$ cat src/rtl/cnt_sched_pkg.sv
// cnt_sched_pkg -- shared constants and helpers for the counter scheduler.
// Holds the FSM state encoding, the count width and the round-robin
// arbitration helpers used by cnt_sched and cnt_core.
package cnt_sched_pkg;

  // Counter datapath width.
  localparam int CNT_W = 8;

  // FSM state encoding (kept as plain constants for legacy compatibility).
  localparam logic [1:0] IDLE = 2'd0;
  localparam logic [1:0] LOAD = 2'd1;
  localparam logic [1:0] RUN  = 2'd2;
  localparam logic [1:0] DONE = 2'd3;

  // Round-robin pick: a lone requester always wins; on a tie the
  // requester that was not granted last time wins.
  function automatic logic rr_pick(input logic [1:0] req, input logic last);
    logic pick;
    case (req)
      2'b01:   pick = 1'b0;
      2'b10:   pick = 1'b1;
      2'b11:   pick = ~last;
      default: pick = 1'b0;
    endcase
    return pick;
  endfunction

  // Requester index to one-hot grant vector.
  function automatic logic [1:0] idx_to_onehot(input logic idx);
    logic [1:0] oh;
    if (idx) begin
      oh = 2'b10;
    end else begin
      oh = 2'b01;
    end
    return oh;
  endfunction

endpackage

$ cat src/rtl/cnt_core.sv
// cnt_core -- shared 8-bit counter datapath for cnt_sched.
// Synchronous load has priority over increment; the increment wraps
// modulo 2^CNT_W. rst is an asynchronous active-low clear.
module cnt_core
  import cnt_sched_pkg::*;
(
  input  logic             clk,
  input  logic             rst,
  input  logic             load,
  input  logic             en,
  input  logic [CNT_W-1:0] din,
  output logic [CNT_W-1:0] q
);

  logic [CNT_W-1:0] q_r;

  // Counter register: clear, load, increment or hold.
  always_ff @(posedge clk or negedge rst) begin
    if (!rst) begin
      q_r <= {CNT_W{1'b0}};
    end else if (load) begin
      q_r <= din;
    end else if (en) begin
      q_r <= q_r + {{(CNT_W-1){1'b0}}, 1'b1};
    end else begin
      q_r <= q_r;
    end
  end

  assign q = q_r;

endmodule

$ cat src/rtl/cnt_sched.sv
// cnt_sched -- two-requester round-robin scheduler driving a shared counter.
// A granted job loads the requester's start value, counts up (wrapping)
// until the requester's end value, then pulses done for one cycle.
// Optional feature macro: CNT_SCHED_ABORT_EN adds the abort input, which
// cancels a job in LOAD or RUN without a done pulse.
module cnt_sched
  import cnt_sched_pkg::*;
(
  input  logic             clk,
  input  logic             rst,
  input  logic [1:0]       req,
  input  logic [CNT_W-1:0] start0,
  input  logic [CNT_W-1:0] end0,
  input  logic [CNT_W-1:0] start1,
  input  logic [CNT_W-1:0] end1,
`ifdef CNT_SCHED_ABORT_EN
  input  logic             abort,
`endif
  output logic [1:0]       gnt,
  output logic             busy,
  output logic [CNT_W-1:0] cnt,
  output logic             done,
  output logic             done_id
);

  logic [1:0]       state_r;
  logic [1:0]       state_nxt_s;
  logic [1:0]       gnt_r;
  logic [1:0]       gnt_nxt_s;
  logic             last_r;
  logic             last_nxt_s;
  logic             busy_r;
  logic             done_r;
  logic             done_id_r;
  logic             gidx_s;
  logic [CNT_W-1:0] start_sel_s;
  logic [CNT_W-1:0] end_sel_s;
  logic [CNT_W-1:0] cnt_s;
  logic             at_end_s;
  logic             abort_s;
  logic             load_s;
  logic             en_s;

`ifdef CNT_SCHED_ABORT_EN
  assign abort_s = abort;
`else
  assign abort_s = 1'b0;
`endif

  // The grant register is one-hot, so bit 1 is the granted index.
  assign gidx_s      = gnt_r[1];
  assign start_sel_s = gidx_s ? start1 : start0;
  assign end_sel_s   = gidx_s ? end1 : end0;
  assign at_end_s    = (cnt_s == end_sel_s);

  // Next-state, grant, pointer and counter-control decode.
  always_comb begin
    state_nxt_s = state_r;
    gnt_nxt_s   = gnt_r;
    last_nxt_s  = last_r;
    load_s      = 1'b0;
    en_s        = 1'b0;
    case (state_r)
      IDLE: begin
        // req is only looked at here; a granted job is committed.
        if (req != 2'b00) begin
          state_nxt_s = LOAD;
          gnt_nxt_s   = idx_to_onehot(rr_pick(req, last_r));
        end else begin
          state_nxt_s = IDLE;
        end
      end
      LOAD: begin
        if (abort_s) begin
          state_nxt_s = IDLE;
          gnt_nxt_s   = 2'b00;
          last_nxt_s  = gidx_s;
        end else begin
          load_s      = 1'b1;
          state_nxt_s = RUN;
        end
      end
      RUN: begin
        if (abort_s) begin
          state_nxt_s = IDLE;
          gnt_nxt_s   = 2'b00;
          last_nxt_s  = gidx_s;
        end else if (at_end_s) begin
          state_nxt_s = DONE;
        end else begin
          en_s        = 1'b1;
          state_nxt_s = RUN;
        end
      end
      DONE: begin
        // abort is deliberately ignored here: the job has completed.
        state_nxt_s = IDLE;
        gnt_nxt_s   = 2'b00;
        last_nxt_s  = gidx_s;
      end
      default: begin
        state_nxt_s = IDLE;
        gnt_nxt_s   = 2'b00;
      end
    endcase
  end

  // FSM state, grant and last-granted pointer registers.
  always_ff @(posedge clk or negedge rst) begin
    if (!rst) begin
      state_r <= IDLE;
      gnt_r   <= 2'b00;
      last_r  <= 1'b1;
    end else begin
      state_r <= state_nxt_s;
      gnt_r   <= gnt_nxt_s;
      last_r  <= last_nxt_s;
    end
  end

  // Registered status outputs, derived from the upcoming state so they
  // line up with the state register.
  always_ff @(posedge clk or negedge rst) begin
    if (!rst) begin
      busy_r    <= 1'b0;
      done_r    <= 1'b0;
      done_id_r <= 1'b0;
    end else begin
      busy_r <= (state_nxt_s != IDLE);
      done_r <= (state_nxt_s == DONE);
      if (state_nxt_s == DONE) begin
        done_id_r <= gidx_s;
      end else begin
        done_id_r <= done_id_r;
      end
    end
  end

  cnt_core u_cnt_core (
    .clk  (clk),
    .rst  (rst),
    .load (load_s),
    .en   (en_s),
    .din  (start_sel_s),
    .q    (cnt_s)
  );

  assign gnt     = gnt_r;
  assign busy    = busy_r;
  assign cnt     = cnt_s;
  assign done    = done_r;
  assign done_id = done_id_r;

endmodule

$ cat config.mk
export PLATFORM = sky130hd
export DESIGN_NAME = cnt_sched
export DESIGN_NICKNAME = d
export VERILOG_FILES = /design/src/rtl/cnt_sched_pkg.sv /design/src/rtl/cnt_core.sv /design/src/rtl/cnt_sched.sv
export SDC_FILE = /design/constraint.sdc
export NUM_CORES = 1
export LEC_CHECK = 0
export CAP_MARGIN = 20
export CORE_ASPECT_RATIO = 0.9
export CORE_UTILIZATION = 45
export CTS_CLUSTER_SIZE = 16
export DETAILED_ROUTE_END_ITERATION = 10
export HOLD_SLACK_MARGIN = 0.05
export PLACE_DENSITY = 0.85
export SLEW_MARGIN = 20
export SYNTH_ARGS = -nofsm -noshare
export SYNTH_HDL_FRONTEND = slang
export SYNTH_SLANG_ARGS = --single-unit
$ cat constraint.sdc
create_clock -name clk -period 3.62 [get_ports clk]
set_input_delay 0.724 -clock clk [delete_from_list [all_inputs] [get_ports clk]]
set_output_delay 0.724 -clock clk [all_outputs]
set_load 0.03 [all_outputs]
Word-level counts from Yosys, hierarchy flattened. Cells that the tools add are included.

Bits in registers: 16. Output and inout port bits: 13. Logic and storage cells: 40.

Add/subtract/negate cells: 1. Equal/unequal tests: 8. Muxes and demuxes: 16. Bitwise gates (word level): 2. Reduce and logical (&&, ||, !) cells: 6.

Operator list (number): $mux W8 (4); $eq A2 B2 Y1 const B (5); $add A8 B1 Y8 const B (1); $eq A8 B8 Y1 (1); $pmux W2 S4 (1); $mux W1 (7); $reduce_bool A2 Y1 (3); $mux W2 (2); $pmux W2 S2 (1); $eq A2 B1 Y1 const B (1); $logic_not A2 Y1 (1); $ne A2 B2 Y1 const B (1); $not A1 Y1 (2); $pmux W1 S2 (1); $reduce_and A2 Y1 (1); $reduce_or A2 Y1 (1).

Depth between registers and ports, before layout.
Word-level depth: 7. Depth in mapped cells: 7.

Cells and area by module. Synthesis repeated with hierarchy kept, for this count alone.

Cells, all modules: 118. Area, all modules: 1151.1 sq um.

By module, submodules not included: cnt_sched (instances 1, cells each 69, area an instance 700.7 sq um, sequential area each 201.4 sq um); cnt_core (instances 1, cells each 49, area an instance 450.4 sq um, sequential area each 200.2 sq um).

Worst setup path before layout. No wires, ideal clock.

Path type: reg2reg. Start point: reg gnt_r[1], in the netlist gnt[1]. End point: reg done_id_r, in the netlist done_id. Arrival: 2050 ps. Data required time: 3492 ps. Slack: 1443 ps. Cell stages (with the launch flop): 8. Period minus slack after synthesis: 2177 ps. Cells stage by stage: dfrtp_1 -> buf_6 -> mux2i_1 -> xnor2_1 -> nand4_2 -> nor4b_2 -> o21a_2 -> mux2_1.

Cells in the longest elaborated chain, start to end: 5.

RTL lines: start, declared (line cnt_sched.sv:28) `logic [1:0] gnt_r;`; start signal, assigned (line cnt_sched.sv:116) `gnt_r <= gnt_nxt_s;`; $mux W8 (line cnt_sched.sv:53) `assign end_sel_s = gidx_s ? end1 : end0;`; $eq A8 B8 Y1 (line cnt_sched.sv:54) `assign at_end_s = (cnt_s == end_sel_s);`; $mux W1 (line cnt_sched.sv:88) `end else if (at_end_s) begin`; $pmux W2 S4 (line cnt_sched.sv:63) `case (state_r)`; $eq A2 B2 Y1 (line cnt_sched.sv:131) `if (state_nxt_s == DONE) begin`; end signal, assigned (line cnt_sched.sv:132) `done_id_r <= gidx_s;`; end signal, assigned (line cnt_sched.sv:134) `done_id_r <= done_id_r;`; end, declared (line cnt_sched.sv:34) `logic done_id_r;`.

Parallel ways exist; a longest one is shown, timed or not. A chain may end at the register's enable or synchronous reset.

Worst setup path after layout.
Start point: reg gnt_r[1], in the netlist gnt[1]. End point: out gnt[1].

RTL lines: end, declared (line cnt_sched.sv:19) `output logic [1:0] gnt,`.

No word-level cell between the ends.

==> results.toml <==
[detailed_routing]
vias = 978
ant_nets = 0
avgRoutedWirePerCell_um = 14.2
drc = 0
drt_iter0_drc = 11
firstDrtPassIters = 4
wirelength_mm = 2.58
routed_via_density = 5.40

[synthesis]
syn_inst = 105
synthFlopType = "dfrtp_1"
yosysMostFrequentCell = "mux2i_1"
ys_ff_latch = 16
seq_area_frac_synth = 0.357
syn-num-nets = 147
synth_edf_count = 0
synth.distinct_cells = 33
yosysWarnings = 0
synth_top_cell_area_share = 0.334
synthTopCellsByCount = "mux2i_1, dfrtp_1, xor2_1"
async_flop_share = 1.00
synthTopCellsByArea = "dfrtp_1, mux2i_1, ha_1"
syn_area_mm2 = 0.00112
synth_area_per_cell_um2 = 10.7
synth_largest_area_cell = "dfrtp_1"

[finish]
drive_above_1_share = 0.104
antennaDiodeCount = 0
synthToLayoutAreaGrowth_pct = 47.3
layout.cells.non_filler = 181
fill_cells = 180
final_nets = 197

[timing]
worst_pin_slew_ns = 0.947
hold_viol = 0
relSlewSlack = 0.369
setup_ws_ns = 0.805
setup_violations = 0
hold_slack_ns = 0.491
timing.final.crit_period_ns = 2.82
finalCritPeriodShare = 0.778
slew_violations = 0
setup_tns_ns = 0
rsz0062_at_grt = "false"
fmaxAchievable_mhz = 355
skew_ns = 0.00365

[min_path]
worstHoldStart = "done_id"
holdCritPathClass = "register to register"

[pwr]
power.share.switching = 0.452
p_leak_nw = 0.694
p_switching_mw = 0.617
clkPwrFrac = 0.092
pwr-share-comb = 0.615
peakVddDrop_mv = 0.562
internal_power_mw = 0.748
p_seq_frac = 0.293
p_per_area_mw_per_mm2 = 825
fin_total_pwr_mw = 1.36

[global_routing]
grt_use_met2 = 0.355
grt_pass1_wl_mm = 4.11
grt_use_total = 0.210
grt_pass1_vias = 962
antenna_found_initial = 0
grt.overflow.total = 0
busiest_layer = "met2"
grt_start_max_net_pins = 22
use_met3 = 0.0374
grt_use_met1 = 0.262

[setup_path]
crit_chain = "clkdlybuf4s50_1"
max_stage_delay_ns = 0.97
critPathMaxFanout = 21
critPathKind = "register to output port"
slowest_stage = "dfrtp_1"
arrival_ns = 2.09
worst-path-buf-inv = 1
startpoint_type = "register"
rr_startpoint = "gnt[1]"
startpoint = "gnt[1]"
cp.required_ns = 2.90
end_kind = "output port"
path_delay_family = "flip-flops"

[status]
outcome = "finished clean"

[place]
portBuffers = 48
hpwlAfterDp_mm = 2.05
place_inst = 177
place_ws_ns = 0.871
place.gp.congestion = 0.774

[die]
core_region_area_mm2 = 0.00226
ios = 49
rows = 16
initial_core_util = 0.497
die_y_um = 49.4
die-area_mm2 = 0.00270
die_x_um = 54.7

[clock_tree]
cts.sinks = 16
cts_tree = "done"
clkLatencyLatePin_ns = 0.30
postCtsSetupRepairBufs = 0
cts-root-buf = "clkbuf_4"
cts_buffers = 3
ctsResizeCount = 0
cts_buffer_depth = 2
clk_pin_slew_ns = 0.10
htree_num_levels = 1
hold_buffers = 0

[run]
drv_cap = 0
==> cells in the final DEF, fill, tap and decap left out, types with 2 or more instances in the layout <==
cell,count
clkdlybuf4s50_1,48
a21oi_1,2
nand3_1,2
dfrtp_1,15
mux2i_1,17
xnor2_1,4
inv_1,5
nand2_1,6
nand4_2,2
o21a_2,2
and2_1,2
o31a_1,2
mux2_2,5
clkbuf_4,3
o21ai_0,2
xor2_1,8
and3_1,2
ha_1,6
nor3b_1,2
o211ai_1,3
nor2_1,3
==> through the flow <==
stage                     instance area, um^2   util
final                                    1660  0.732
after global routing                     1660  0.732
after CTS                                1660  0.732
after detailed placement                 1620  0.716
after global placement                   1620  0.716
after floorplan                          1120      -
==> cell families (layout without fill, tap and decap cells) <==
group | after synthesis | count (layout) | share of synthesized area
adder cells (fa/ha/maj) | 6 | 6 | 0.0668
AND/OR/NAND/NOR | 25 | 25 | 0.138
AO/OA/AOI/OAI | 15 | 15 | 0.0991
multiplexers | 23 | 23 | 0.212
buffers and inverters | 8 | 57 | 0.0334
flip-flops | 16 | 16 | 0.357
XOR/XNOR | 12 | 12 | 0.0935
==> per-layer routing <==
metal  up-vias  share of wire
met5         -              0
li1        479              -
met1       465           0.42
met2        30           0.50
met4         0          0.012
met3         4          0.063
==> registers in the layout, summed over array words and instances (netlist names) <==
register	count
state_r	2
u_cnt_core.q	8
done_id	1
done	1
last_r	1
gnt	2
busy	1
==> power by group through the flow <==
stage,Combinational (mW),Sequential (mW),Clock [mW]
after CTS,0.846,0.402,0.127
after detailed placement,0.839,0.406,0
after global placement,0.821,0.397,0
after floorplan,0.483,0.488,0
after global routing,0.915,0.420,0.134
final,0.839,0.400,0.125
==> final timing paths <==
path,depth (start not counted),end,slack (ns)
min reg2reg,1,done_id,0.49
min in group asynchronous,1,u_cnt_core.q[7],0.84
min,1,done_id,0.49
max reg2reg,6,done_id,0.92
max,1,gnt[1],0.80
max in group asynchronous,1,gnt[1],2.33
==> area by class of cell <==
| class | instances | area (um^2) | share of cell area |
|---|---|---|---|
| Clock buffer | 4 | 36.3 | 0.0219 |
| Sequential cell | 16 | 402 | 0.243 |
| Multi-Input combinational cell | 81 | 684 | 0.413 |
| Tap cell | 27 | 33.8 | 0.0204 |
| Inverter | 5 | 18.8 | 0.0113 |
| Timing Repair Buffer | 48 | 480 | 0.290 |
Power figures use the tool's default switching activity.
